**src/rtl/pengo_dl_ctrl_pkg.sv**
```systemverilog
// Shared types and constants for the Pengo ROM download controller.
package pengo_dl_ctrl_pkg;

    // Controller states: waiting for a download, loading, reset hold, core running.
    typedef enum logic [1:0] {
        ST_IDLE = 2'd0,
        ST_LOAD = 2'd1,
        ST_HOLD = 2'd2,
        ST_RUN  = 2'd3
    } dl_state_t;

    // Bit positions inside the one-hot region write strobe.
    localparam int REG_CPU  = 0;
    localparam int REG_GFX  = 1;
    localparam int REG_PROM = 2;

    // Default region boundaries (first address past each region).
    localparam logic [15:0] DEF_CPU_END  = 16'h8000;
    localparam logic [15:0] DEF_GFX_END  = 16'hC000;
    localparam logic [15:0] DEF_PROM_END = 16'hC220;

    // Default number of reset-hold cycles.
    localparam int DEF_HOLD_CYC = 1024;

    // Byte counter increment that sticks at all-ones instead of wrapping.
    function automatic logic [16:0] sat_inc17(input logic [16:0] val);
        if (val == 17'h1FFFF) begin
            return val;
        end else begin
            return val + 17'd1;
        end
    endfunction

endpackage

```
**src/rtl/pengo_dl_ctrl_if.sv**
```systemverilog
// ioctl download bus from hps_io plus the registered dn_* write bus to the core.
interface pengo_dl_ctrl_if;
    logic        ioctl_download;
    logic        ioctl_wr;
    logic [24:0] ioctl_addr;
    logic [7:0]  ioctl_dout;
    logic [15:0] dn_addr;
    logic [7:0]  dn_data;
    logic [2:0]  dn_wr;

    modport master (
        output ioctl_download, ioctl_wr, ioctl_addr, ioctl_dout,
        input  dn_addr, dn_data, dn_wr
    );

    modport slave (
        input  ioctl_download, ioctl_wr, ioctl_addr, ioctl_dout,
        output dn_addr, dn_data, dn_wr
    );
endinterface

```
**src/rtl/pengo_rst_hold.sv**
```systemverilog
// Loadable down-counter timing the core reset-hold window.
module pengo_rst_hold #(
    parameter int HOLD_CYC = 1024,
    parameter int CW       = $clog2(HOLD_CYC + 1)
) (
    input  logic          clk_i,
    input  logic          reset_i,
    input  logic          load_i,
    input  logic          dec_i,
    output logic [CW-1:0] cnt_o,
    output logic          zero_o,
    output logic          last_o
);
    logic [CW-1:0] cnt_q;
    logic [CW-1:0] cnt_d;

    // Next count: reload wins over decrement; decrement saturates at zero.
    always_comb begin
        cnt_d = cnt_q;
        if (load_i) begin
            cnt_d = CW'(HOLD_CYC);
        end else if (dec_i && (cnt_q != {CW{1'b0}})) begin
            cnt_d = cnt_q - CW'(1);
        end else begin
            cnt_d = cnt_q;
        end
    end

    // Counter register; reset starts a full hold window.
    always_ff @(posedge clk_i) begin
        if (reset_i) begin
            cnt_q <= CW'(HOLD_CYC);
        end else begin
            cnt_q <= cnt_d;
        end
    end

    assign cnt_o  = cnt_q;
    assign zero_o = (cnt_q == {CW{1'b0}});
    // The decrement taken this cycle brings the count to zero.
    assign last_o = (cnt_q <= CW'(1));
endmodule

```
**src/rtl/pengo_dl_ctrl.sv**
```systemverilog
// Pengo ROM download sequencer: region strobes, byte counting, error flags and core reset.
module pengo_dl_ctrl
    import pengo_dl_ctrl_pkg::*;
#(
    parameter logic [15:0] CPU_END  = DEF_CPU_END,
    parameter logic [15:0] GFX_END  = DEF_GFX_END,
    parameter logic [15:0] PROM_END = DEF_PROM_END,
    parameter int          HOLD_CYC = DEF_HOLD_CYC
) (
    input  logic              clk_i,
    input  logic              reset_i,
    input  logic              user_reset_i,
    pengo_dl_ctrl_if.slave    bus,
    output logic              core_reset_o,
    output logic              dl_done_o,
    output logic              dl_err_o,
    output logic [16:0]       byte_cnt_o
);
    localparam int CW = $clog2(HOLD_CYC + 1);

    dl_state_t   state_q, state_d;
    logic [15:0] dn_addr_q, dn_addr_d;
    logic [7:0]  dn_data_q, dn_data_d;
    logic [2:0]  dn_wr_q, dn_wr_d;
    logic        core_reset_q;
    logic        done_q, done_d;
    logic        err_q, err_d;
    logic [16:0] cnt_q, cnt_d;
    logic        hold_load_s, hold_dec_s;
    logic        hold_last_s, hold_zero_s;
    logic [CW-1:0] hold_cnt_s;
    logic        accept_s;
    logic [2:0]  region_s;
    logic        overflow_s;

    pengo_rst_hold #(.HOLD_CYC(HOLD_CYC), .CW(CW)) u_hold (
        .clk_i   (clk_i),
        .reset_i (reset_i),
        .load_i  (hold_load_s),
        .dec_i   (hold_dec_s),
        .cnt_o   (hold_cnt_s),
        .zero_o  (hold_zero_s),
        .last_o  (hold_last_s)
    );

    // Bytes are taken whenever the download window is open, so a byte arriving
    // with the rising window is kept and one arriving as it falls is dropped.
    assign accept_s = bus.ioctl_download & bus.ioctl_wr;

    // Region decode on the full 25-bit address; anything past the PROMs is overflow.
    always_comb begin
        region_s   = 3'b000;
        overflow_s = 1'b0;
        if (bus.ioctl_addr < {9'd0, CPU_END}) begin
            region_s[REG_CPU] = 1'b1;
        end else if (bus.ioctl_addr < {9'd0, GFX_END}) begin
            region_s[REG_GFX] = 1'b1;
        end else if (bus.ioctl_addr < {9'd0, PROM_END}) begin
            region_s[REG_PROM] = 1'b1;
        end else begin
            overflow_s = 1'b1;
        end
    end

    // Next-state, hold-counter control, status flags and write path.
    always_comb begin
        state_d     = state_q;
        hold_load_s = 1'b0;
        hold_dec_s  = 1'b0;
        done_d      = done_q;
        err_d       = err_q;
        cnt_d       = cnt_q;
        dn_wr_d     = 3'b000;
        dn_addr_d   = dn_addr_q;
        dn_data_d   = dn_data_q;

        if (bus.ioctl_download && (state_q != ST_LOAD)) begin
            state_d = ST_LOAD;
            cnt_d   = 17'd0;
            err_d   = 1'b0;
            done_d  = 1'b0;
        end else begin
            case (state_q)
                ST_IDLE: begin
                    state_d = ST_IDLE;
                end
                ST_LOAD: begin
                    if (!bus.ioctl_download) begin
                        state_d     = ST_HOLD;
                        hold_load_s = 1'b1;
                        done_d      = 1'b1;
                        err_d       = err_q | (cnt_q < {1'b0, PROM_END});
                    end else begin
                        state_d = ST_LOAD;
                    end
                end
                ST_HOLD: begin
                    if (user_reset_i) begin
                        hold_load_s = 1'b1;
                    end else if (hold_last_s || hold_zero_s) begin
                        hold_dec_s = 1'b1;
                        state_d    = done_q ? ST_RUN : ST_IDLE;
                    end else begin
                        hold_dec_s = 1'b1;
                    end
                end
                ST_RUN: begin
                    if (user_reset_i) begin
                        state_d     = ST_HOLD;
                        hold_load_s = 1'b1;
                    end else begin
                        state_d = ST_RUN;
                    end
                end
                default: begin
                    state_d = ST_IDLE;
                end
            endcase
        end

        if (accept_s) begin
            cnt_d = sat_inc17(cnt_d);
            if (overflow_s) begin
                err_d = 1'b1;
            end else begin
                dn_wr_d   = region_s;
                dn_addr_d = bus.ioctl_addr[15:0];
                dn_data_d = bus.ioctl_dout;
            end
        end else begin
            dn_wr_d = 3'b000;
        end
    end

    // State, flags and the registered write bus; reset aborts any transfer in flight.
    always_ff @(posedge clk_i) begin
        if (reset_i) begin
            state_q      <= ST_HOLD;
            core_reset_q <= 1'b1;
            dn_wr_q      <= 3'b000;
            dn_addr_q    <= 16'h0000;
            dn_data_q    <= 8'h00;
            done_q       <= 1'b0;
            err_q        <= 1'b0;
            cnt_q        <= 17'd0;
        end else begin
            state_q      <= state_d;
            core_reset_q <= (state_d != ST_RUN);
            dn_wr_q      <= dn_wr_d;
            dn_addr_q    <= dn_addr_d;
            dn_data_q    <= dn_data_d;
            done_q       <= done_d;
            err_q        <= err_d;
            cnt_q        <= cnt_d;
        end
    end

    assign bus.dn_addr   = dn_addr_q;
    assign bus.dn_data   = dn_data_q;
    assign bus.dn_wr     = dn_wr_q;
    assign core_reset_o  = core_reset_q;
    assign dl_done_o     = done_q;
    assign dl_err_o      = err_q;
    assign byte_cnt_o    = cnt_q;
endmodule

```
**src/flat_wrapper.sv**
```systemverilog
// flat-port wrapper written by rule: the top's interface ports become plain ports
module pengo_dl_ctrl_flat import pengo_dl_ctrl_pkg::*;
#(
    parameter logic [15:0] CPU_END  = DEF_CPU_END,
    parameter logic [15:0] GFX_END  = DEF_GFX_END,
    parameter logic [15:0] PROM_END = DEF_PROM_END,
    parameter int          HOLD_CYC = DEF_HOLD_CYC
)
  (clk_i, reset_i, user_reset_i, core_reset_o, dl_done_o, dl_err_o, byte_cnt_o, bus_ioctl_download, bus_ioctl_wr, bus_ioctl_addr, bus_ioctl_dout, bus_dn_addr, bus_dn_data, bus_dn_wr);
  pengo_dl_ctrl_if bus_i ();
  input  logic clk_i;
  input  logic reset_i;
  input  logic user_reset_i;
  output logic core_reset_o;
  output logic dl_done_o;
  output logic dl_err_o;
  output logic [16:0] byte_cnt_o;
  input wire logic [$bits(bus_i.ioctl_download)-1:0] bus_ioctl_download;
  input wire logic [$bits(bus_i.ioctl_wr)-1:0] bus_ioctl_wr;
  input wire logic [$bits(bus_i.ioctl_addr)-1:0] bus_ioctl_addr;
  input wire logic [$bits(bus_i.ioctl_dout)-1:0] bus_ioctl_dout;
  output wire logic [$bits(bus_i.dn_addr)-1:0] bus_dn_addr;
  output wire logic [$bits(bus_i.dn_data)-1:0] bus_dn_data;
  output wire logic [$bits(bus_i.dn_wr)-1:0] bus_dn_wr;
  assign bus_i.ioctl_download = bus_ioctl_download;
  assign bus_i.ioctl_wr = bus_ioctl_wr;
  assign bus_i.ioctl_addr = bus_ioctl_addr;
  assign bus_i.ioctl_dout = bus_ioctl_dout;
  assign bus_dn_addr = bus_i.dn_addr;
  assign bus_dn_data = bus_i.dn_data;
  assign bus_dn_wr = bus_i.dn_wr;
  pengo_dl_ctrl #(.CPU_END(CPU_END), .GFX_END(GFX_END), .PROM_END(PROM_END), .HOLD_CYC(HOLD_CYC)) u_core (.clk_i(clk_i), .reset_i(reset_i), .user_reset_i(user_reset_i), .bus(bus_i), .core_reset_o(core_reset_o), .dl_done_o(dl_done_o), .dl_err_o(dl_err_o), .byte_cnt_o(byte_cnt_o));
endmodule
```
**config.mk**
```make
export PLATFORM = sky130hd
export DESIGN_NAME = pengo_dl_ctrl_flat
export DESIGN_NICKNAME = d
export VERILOG_FILES = /design/src/rtl/pengo_dl_ctrl_pkg.sv /design/src/rtl/pengo_dl_ctrl_if.sv /design/src/rtl/pengo_rst_hold.sv /design/src/rtl/pengo_dl_ctrl.sv /design/src/flat_wrapper.sv
export SDC_FILE = /design/constraint.sdc
export NUM_CORES = 1
export LEC_CHECK = 0
export BUFFER_PORTS_ARGS = -buffer_cell sky130_fd_sc_hd__buf_2
export CORE_UTILIZATION = 35
export CTS_CLUSTER_DIAMETER = 50
export DETAILED_ROUTE_END_ITERATION = 10
export REMOVE_ABC_BUFFERS = 1
export SLEW_MARGIN = 20
export SYNTH_ARGS = -nofsm -noshare
export SYNTH_HDL_FRONTEND = slang
export SYNTH_SLANG_ARGS = --single-unit
```
**constraint.sdc**
```tcl
create_clock -name clk_i -period 6.6 [get_ports clk_i]
set_input_delay 0.66 -clock clk_i [delete_from_list [all_inputs] [get_ports clk_i]]
set_output_delay 0.66 -clock clk_i [all_outputs]
set_load 0.05 [all_outputs]
```
Word-level counts from Yosys, hierarchy flattened:

Index checks and enable logic that the tools add are counted.

* flip-flop bits (word level): 60
* logic and storage cells: 71
* bits of input ports: 38
* output and inout bits: 47

* multiplexer cells: 28
* $add $sub $neg: 2
* $lt $le $gt $ge: 5
* equality and inequality tests: 6
* reductions and logical operators: 14
* bitwise gates (word level): 5

Operators by type and width (count)
* 25-bit by 16-bit < comparator with 1-bit output, second input constant: 3
* 17-bit 2-to-1 mux: 3
* 1-bit 2-to-1 mux: 18
* 17-bit by 1-bit adder with 17-bit output, second input constant: 1
* 17-bit equality test, second input constant: 1
* 17-bit by 16-bit < comparator with 1-bit output, second input constant: 1
* 11-bit by 1-bit less-or-equal comparator with 1-bit output, second input constant: 1
* 11-bit zero test: 1
* 11-bit nonzero test: 1
* 11-bit by 1-bit subtractor with 11-bit output, second input constant: 1
* 2-bit 2-to-1 mux: 5
* 2-bit case mux with 4 select lines: 1
* 2-bit OR reduction: 3
* 5-bit OR reduction: 1
* 2-bit equality test, second input constant: 2
* 2-bit AND reduction: 2
* 4-bit OR reduction: 1
* 1-bit inverter: 3
* 3-bit OR reduction: 1
* 2-bit by 1-bit equality test with 1-bit output, second input constant: 1
* 1-bit logical AND: 2
* 2-bit zero test: 1
* 2-bit by 1-bit != test with 1-bit output, second input constant: 1
* 2-bit != test, second input constant: 1
* 4 further kinds: 4

Longest topological paths before layout:

Gate-level depths: netlist (run 1).

* word-level depth: 7
* mapped depth: 10
* mapped depth without buffers: 9

By module:

From an unflattened synthesis (run 1), not the netlist that was laid out.

* cells, all modules: 356
* area, all modules: 2851.5 sq um

By module, submodules not included
* pengo_dl_ctrl: instances 1, area each 2149.6 sq um, cells each 272
* pengo_rst_hold: instances 1, area each 701.9 sq um, cells each 84

Worst setup path before layout (run 1):

OpenSTA, ideal clock, no wires.

* path type: input to register
* start: input port bus_ioctl_download
* end: register u_core.cnt_q[1], in the netlist u_core.byte_cnt_o[1]
* stages on the path: 9
* path buffers: 1
* arrival: 2.583 ns
* path slack: 3.889 ns
* setup time: 0.128 ns
* required time: 6.472 ns
* cells stage by stage: nand2_1 clkbuf_1 and2_1 ha_1 nand3_1 a2111oi_4 a21oi_2 mux2_1 nor2b_1

* longest elaborated chain between the ends: 5
* elaborated cells between the ends (all ways): 7
* those cells by class: add/sub (1); eq/ne (1); mux (3); bitwise (1); reduce/logical (1)

RTL lines
* start: declaration: RTL line flat_wrapper.sv:18 `input wire logic [$bits(bus_i.ioctl_download)-1:0] bus_ioctl_download;`
* 1-bit logical AND: RTL line pengo_dl_ctrl.sv:77 `if (bus.ioctl_download && (state_q != ST_LOAD)) begin`
* 17-bit 2-to-1 mux: RTL line pengo_dl_ctrl.sv:77
* 17-bit by 1-bit adder with 17-bit output or 17-bit equality test (tied branches): RTL line pengo_dl_ctrl_pkg.sv:30, pengo_dl_ctrl_pkg.sv:27
* 17-bit 2-to-1 mux: RTL line pengo_dl_ctrl_pkg.sv:27 `if (val == 17'h1FFFF) begin`
* 17-bit 2-to-1 mux (*): RTL line pengo_dl_ctrl.sv:121 `if (accept_s) begin`
* end signal: assignment: RTL line pengo_dl_ctrl.sv:154 `cnt_q <= cnt_d;`
* end: declaration: RTL line pengo_dl_ctrl.sv:28 `logic [16:0] cnt_q, cnt_d;`

Mark *: on every way between the ends. The rest lies on a longest branch, timed or not.
A chain may end at the register's enable or synchronous reset.

Final worst setup path (run 1):

* start: register u_core.state_q[1]
* end: register u_core.cnt_q[1], in the netlist u_core.byte_cnt_o[1]

* longest elaborated chain between the ends: 6
* elaborated cells between the ends (all ways): 7
* those cells by class: add/sub (1); eq/ne (2); mux (3); reduce/logical (1)

RTL lines
* start: declaration: RTL line pengo_dl_ctrl.sv:21 `dl_state_t state_q, state_d;`
* start signal: assignment: RTL line pengo_dl_ctrl.sv:147 `state_q <= state_d;`
* 2-bit by 1-bit != test with 1-bit output (*): RTL line pengo_dl_ctrl.sv:77
* 1-bit logical AND (*): RTL line pengo_dl_ctrl.sv:77
* 17-bit 2-to-1 mux (*): RTL line pengo_dl_ctrl.sv:77
* 17-bit by 1-bit adder with 17-bit output or 17-bit equality test (tied branches): RTL line pengo_dl_ctrl_pkg.sv:30, pengo_dl_ctrl_pkg.sv:27
* 17-bit 2-to-1 mux: RTL line pengo_dl_ctrl_pkg.sv:27
* 17-bit 2-to-1 mux (*): RTL line pengo_dl_ctrl.sv:121

Marks and branches as above.

==> results.md, run 1 <==
Pwr:
- The peak supply drop is 0.00009146 V.
- The static leakage power is 1.340 nW.
- The total power is 800.8 uW.
- Dividing total power by cell area gives a power density of 233.7 nW/um2.

Detailed routing:
- The count of nets left with antenna violations once routing finished came out at 0.
- In the routed design, unresolved DRC markers number 0.
- For this block, the via count after detailed routing is 2,580.
- The total wirelength of the detailed-routed design is 6629 um.
- Before antenna repair, the detailed router went through 4 iterations.
- In the final routed layout, each cell accounts on average for 12.90 um.
- Using the TritonRoute via totals, the vias-per-cell ratio works out to 5.019.
- In this run, the number of DRC markers left after iteration 0 of detailed routing was 151.

Clocking:
- The number of buffers between clock root and the deepest sink is 2.
- The clock net sink count is 60.
- Once the clock tree was built, the setup fixing pass inserted 0 buffers.
- The number of buffers inserted during clock tree synthesis is 9.
- The CTS tree is yes.
- The root buffer cell is clkbuf_8.
- The H-tree generated during clock tree synthesis spans 3 levels.
- Clock latency on the worst-skew pair, taken at its later pin, is 0.33 ns.
- Clock-pin slew was measured on the worst setup and hold paths at 0.07 ns.
- After clock tree synthesis, the flow added hold-fix buffers numbering 0.
- Gates resized during post-CTS repair numbered 0.

Critical path:
- The kind of critical path is reg -> reg.
- The signal on the critical path passes through nand2b_2, nand2_1, and2_1, ha_1, nand3_1, a2111oi_4, a21oi_2, mux2_1, nor2b_1.
- STA classifies the critical path endpoint as a flip-flop.
- The signal arrival time at the worst endpoint is 3.19 ns.
- The worst setup path is launched from a flip-flop.
- Of all nets on the critical path, the largest fanout is 11.
- On the critical path, the stage with the largest delay is an instance of a2111oi_4.
- The largest incremental delay on the critical path is 0.53 ns.
- For the worst setup path, the data required time is 6.78 ns.

Floorplanning:
- The number of cell rows is 31.
- The total area inside the core boundary comes to 7370 um2.
- The starting density of the core is 36.86%.
- The die covers 8117 um2.
- In this run the vertical extent of the chip is 90.10 um.
- The count of boundary I/O pins is 85.
- The die boundary width is 90.10 um.

Timing:
- Setup repair after global routing left no endpoint under its margin.
- The final period demand of the worst path is 3.010 ns.
- Derived from the worst setup path, the maximum achievable clock frequency is 0.3322 GHz.
- The max-slew violation total from the final report came to 0.
- The final number of hold-violating endpoints came to 0.
- The final setup violation count is 0.
- In the final timing run, aggregate negative setup slack is 0 ns.
- For the pin with the worst max-slew slack, the measured transition is 0.8422 ns.
- The worst setup skew after layout is 0.01235 ns.
- The final cycle utilization of the critical path is 45.61%.
- The worst slew margin relative to its limit is 43.74%.
- The hold slack is 0.4481 ns.

Synthesis:
- The count of warnings emitted by yosys is 0.
- The cell area after technology mapping is 2716 um2.
- Yosys mapped a number of flops with a built-in enable equal to 0.
- The part of the Yosys area used for sequential elements is 44.22%.
- In the synthesized netlist, the number of instances is 329.
- Counting flops with an async set or reset pin after synthesis yields a share of 0%.
- Counting distinct cell types in the post-synthesis netlist gives 47.
- The predominant post-synthesis flop cell is dfxtp_1.
- Synthesis inferred 60 register bits.
- The average cell area after synthesis is 8.256 um2.

Final layout:
- Compared with the post-synthesis result, the final layout area differs by 26.12%.
- Leaving out fill and tap cells, the most frequent cell in the layout is buf_2.
- The ratio of cells with drive above 1 in the final layout is 26.75%.
- 0 antenna diodes ended up in the layout.
- The area of all placed cells without fillers is 3426 um2.
- Excluding fillers, the count of instances in the completed layout stands at 514.
- The net count reported at finish is 452.
- In the layout the commonest cells are buf_2 (84), nand2_1 (67), dfxtp_1 (60), a21oi_1 (34), nor2_1 (32).

Placement:
- Input and output buffers added on the ports amount to 84.
- At the end of routability-driven placement, the weighted congestion stood at 0.8097.
- The area after detailed placement is 3211 um2.
- The detailed placement HPWL is 4824 um.
- In this run, placement finished with an instance count of 498.

Global routing:
- The via count of the first global-routing pass is 2,396.
- For this run, the total global-route usage over all layers was measured as 16.77%.
- The number of antenna violations at the first check in global routing was 0.
- The total overflow reported by the global router is 0.
- The first-pass GRT wire length is 11,100 um.
- The maximum number of pins on one net before global-route repair is 43.

Worst hold path:
- The worst hold path belongs to the class reg -> reg.

Flow run:
- The total of max-cap violations is 0.

Status:
- The flow ran to the end, and the final reports show no timing, DRC or antenna violations.
==> flip-flops by register name, indices dropped and copies added, names as in the netlist <==
| register | cells |
|---|---|
| u_core.u_hold.cnt_o | 11 |
| u_core.bus.dn_addr | 16 |
| u_core.dl_done_o | 1 |
| u_core.bus.dn_data | 8 |
| u_core.byte_cnt_o | 17 |
| u_core.core_reset_o | 1 |
| u_core.dl_err_o | 1 |
| u_core.bus.dn_wr | 3 |
| u_core.state_q | 2 |
==> where the power goes <==
group          leakage, nW  switching, mW  internal (mW)
clock network        0.109          0.146          0.211
logic                0.746         0.0393         0.0278
registers            0.485        0.00761          0.369
==> worst max-delay path: cells and delay by family (launching register included) <==
family	cells	cell delay, ns
flip-flops	1	0.36
multiplexers	1	0.35
AO/OA/AOI/OAI	2	0.77
adder cells (fa/ha/maj)	1	0.20
AND/OR/NAND/NOR	5	1.18
==> synth_stat cells, types with 4 or more instances <==
master / n / area (um2)
xnor2_1: 14 / 122.6
nand3_1: 8 / 40.04
nand2_1: 67 / 251.5
xor2_1: 5 / 43.79
clkbuf_1: 14 / 52.55
a211oi_1: 6 / 45.04
nand4_1: 7 / 43.79
nor2_1: 32 / 120.1
inv_1: 5 / 18.77
or3_1: 4 / 25.02
ha_1: 4 / 50.05
a21oi_1: 34 / 170.2
nor3_1: 14 / 70.07
nor4_1: 6 / 37.54
dfxtp_1: 60 / 1201
==> stage by stage <==
step                worst slack (ns)  utilization (%)
floorplan                      4.020                -
global placement               3.455            43.57
detailed placement             3.311            43.57
CTS                            3.618            46.49
global route                   3.329            46.49
finish                         3.590            46.49
==> area by class of cell <==
class / instances / area, um2
fillers: 763 / 3944
multi-input cells: 249 / 1439
flip-flops and latches: 60 / 1201
repair buffers: 85 / 427.9
clock buffers: 9 / 123.9
well taps: 99 / 123.9
clock inverters: 7 / 91.34
inverters: 5 / 18.77
==> worst paths after layout <==
path | depth (start not counted) | start | end | slack [ns]
setup / recovery | 9 | u_core.state_q[1] | u_core.byte_cnt_o[1] | 3.59
hold / removal | 2 | u_core.bus.dn_addr[0] | u_core.bus.dn_addr[0] | 0.45
setup reg to reg | 9 | u_core.state_q[1] | u_core.byte_cnt_o[1] | 3.59
hold reg to reg | 2 | u_core.bus.dn_addr[0] | u_core.bus.dn_addr[0] | 0.45
==> routing by layer <==
metal / GRT usage (%) / routed length, um / up-vias
li1: - / - / 1323
met1: 21.06 / 3112 / 1186
met2: 27.99 / 3192 / 67
met3: 5.415 / 283 / 4
met4: 3.629 / 41 / 0
met5: 0 / 0 / -
==> logic make-up (layout without fill, tap and decap cells) <==
| group | count (synthesis) | count (layout) | synth area share, % |
|---|---|---|---|
| flip-flops | 60 | 60 | 44.22 |
| AO/OA/AOI/OAI | 64 | 64 | 16.03 |
| XOR/XNOR | 19 | 19 | 6.126 |
| AND/OR/NAND/NOR | 161 | 161 | 28.56 |
| adder cells (fa/ha/maj) | 4 | 4 | 1.843 |
| buffers and inverters | 20 | 106 | 2.810 |
| multiplexers | 1 | 1 | 0.4145 |
Note: power is estimated with default switching activity, not from simulation.
==> inputs of run 2 (changes only) <==
Clock period 6.6 ns to 3.1 ns, I/O delays scaled along.
==> run 2 against run 1 <==
  * Power is 110% higher
  * Critical path type unchanged
  * Sequential share of layout area barely moved
  * First-iteration DRC count fell by 28%
  * Largest power group unchanged
  * Critical endpoint unchanged
==> results.md, run 2 (synthesized netlist as in run 1, its figures left out) <==
Worst hold path:
- The min-delay analysis places its worst path in the category in -> reg.
- The worst hold path cell count is 2.

Final layout:
- With fillers left out, the area of the finished cells amounts to 3425 um2.
- After the flow finishes, the layout carries non-filler instances totaling 516.
- The register with the most flip-flops in the layout has 17 of them.
- Cells with a size suffix above 1 make up 27.10% of the layout.
- The antenna cell count is 0.
- The library cells used most frequently in the layout, excluding fill and tap cells, are buf_2 (84), nand2_1 (67), dfxtp_1 (60), a21oi_1 (34), nor2_1 (32).
- The commonest non-fill, non-tap cell in the layout is buf_2.
- The net count reported at finish is 454.
- The count of filler cells inserted in the layout is 747.
- From synthesis to final layout, the design area changed by 26.07%.

Status:
- The flow ran to the end, and the final reports show no timing, DRC or antenna violations.

Critical path:
- The highest fanout seen on the critical path is 8.
- The kind of capture point of the worst setup path is a flip-flop.
- STA puts the critical path data required time at 3.31 ns.
- The number of cell instances on the worst register-to-register path is 9.
- The signal arrival time at the worst endpoint is 3.02 ns.
- The startpoint class of the critical path is a flip-flop.
- The kind of critical path is reg -> reg.

Global routing:
- For this run the aggregate overflow at the end of global routing stands at 0.
- Global routing consumed, on the met1 layer, 21.38% of the routing resources.
- The first-pass GRT wire length is 11,450 um.
- The via count of the first global-routing pass came to 2,504.
- For this run, global-route usage on met2 was measured as 28.88%.
- The met3 track utilization from global routing is 5.076%.
- The layer with the highest usage after global routing is met2.
- Across every metal layer, demand over resource in global routing totals 17.40%.
- The number of antenna violations at the first check in global routing is 0.
- Entering global routing, the biggest net connects 42 pins.

Clocking:
- Gates resized during post-CTS repair numbered 0.
- The clock-pin transition on the worst setup and hold timing paths is 0.08 ns.
- The H-tree depth reported by CTS is 3.
- At the later pin of the worst-skew pair, clock insertion delay measures 0.34 ns.
- The CTS tree is yes.
- The clock passes through at most 2 buffers.
- The clock net in this run drives a total of 60 sinks.
- The buffer count from post-CTS setup fixing is 0.
- The number of buffers inserted during clock tree synthesis is 9.
- After clock tree synthesis, the flow added hold-fix buffers numbering 0.
- The cell sitting at the root of the clock tree is a clkbuf_8.

Flow run:
- The total of max-cap violations is 0.

Pwr:
- The design draws 1.662 mW.
- IR analysis of the VDD net gives a maximum drop of 0.0001734 V.
- For this design the static power due to leakage is 1.345 nW.
- The power density over the cells is 485.3 nW/um2.

Placement:
- The placer congestion estimate is 0.8069.
- The area after detailed placement is 3226 um2.
- Counting tap cells, the placed design contains a total of 500 instances.
- The number of buffers inserted by port buffering is 84.
- Detailed placement ended at an HPWL of 4836 um.

Detailed routing:
- Dividing the detail-routed via count by the number of cells gives 5.083.
- Wires add up to 6827 um.
- The total number of vias is 2,623.
- After detailed routing, the number of remaining DRC violations is 0.
- In the final routed layout, each cell accounts on average for 13.23 um.
- The initial detailed-routing violation count is 109.
- The remaining number of nets flagged by the antenna check after routing is 0.
- The total iterations of the first detailed-routing run is 4.

Floorplanning:
- From left edge to right edge, the die measures 90.10 um.
- The core area is 7370 um2.
- During I/O placement, the number of pins put on the boundary was 85.
- The area of the die is 8117 um2.
- For this configuration, the core starts out at a cell density of 36.86%.
- The initialized floorplan defines 31 standard-cell rows.
- The floorplan step set the die height to 90.10 um.

Timing:
- The final critical path takes up 90.71% of the cycle.
- The max-slew violation total from the final report is 0.
- Counting I/O delays and the setup requirement, the final critical path takes 2.812 ns.
- Measured against its own limit, the worst slew margin works out to 45.52%.
- The final number of hold-violating endpoints is 0.
- The worst setup skew after layout is 0.009322 ns.
- Setup repair after global routing left no endpoint under its margin.
- The transition at the pin with the smallest max-transition slack is 0.8155 ns.
- The final setup violation count is 0.
- Summed over all failing endpoints, the final setup total negative slack is 0 ns.
- Derived from the worst setup path, the maximum achievable clock frequency is 0.3556 GHz.
## run 2: stage by stage
step / hold WS (ns) / util, % / worst slack (ns)
finish: 0.1826 / 46.47 / 0.2879
global route: 0.1630 / 46.47 / 0.06601
CTS: 0.1685 / 46.47 / 0.3234
detailed placement: 0.4431 / 43.77 / 0.3612
global placement: 0.4392 / 43.77 / 0.4687
floorplan: 0.3791 / - / 0.5708
## run 2: per-layer routing
| layer | share of wire [%] | vias up |
|---|---|---|
| met5 | 0 | - |
| met4 | 2.0 | 0 |
| met3 | 4.4 | 13 |
| met2 | 47 | 73 |
| met1 | 47 | 1216 |
| li1 | - | 1321 |
## run 2: final timing paths
path,end,slack (ns),startpoint
worst max-delay path,u_core.byte_cnt_o[1],0.29,u_core.state_q[1]
worst min-delay path,u_core.bus.dn_wr[0],0.18,bus_ioctl_addr[15]
worst max register to register,u_core.byte_cnt_o[1],0.29,u_core.state_q[1]
worst min register to register,u_core.bus.dn_addr[0],0.45,u_core.bus.dn_addr[0]
## run 2: critical path, stage by stage, from the launching register on
cell	delay [ns]
dfxtp_1	0.35
nand2b_2	0.26
nand2_1	0.19
and2_1	0.21
ha_1	0.21
nand3_1	0.23
a2111oi_4	0.51
a21oi_2	0.23
mux2_1	0.36
nor2b_1	0.13
## run 2: area by class of cell
cell class                 instances  area [um2]  share of cell area (%)
multi-input combinational        249        1439                   42.02
sequential                        60        1201                   35.07
timing repair buffer              87       442.9                   12.93
clock buffer                       9       123.9                   3.617
tap                               99       123.9                   3.617
clock inverter                     7       75.07                   2.192
inverter                           5       18.77                  0.5480
## run 2: power breakdown
part           internal, mW  switching [mW]  leakage (nW)
registers             0.785          0.0157         0.485
logic                0.0612          0.0858         0.756
clock network         0.375           0.339         0.104
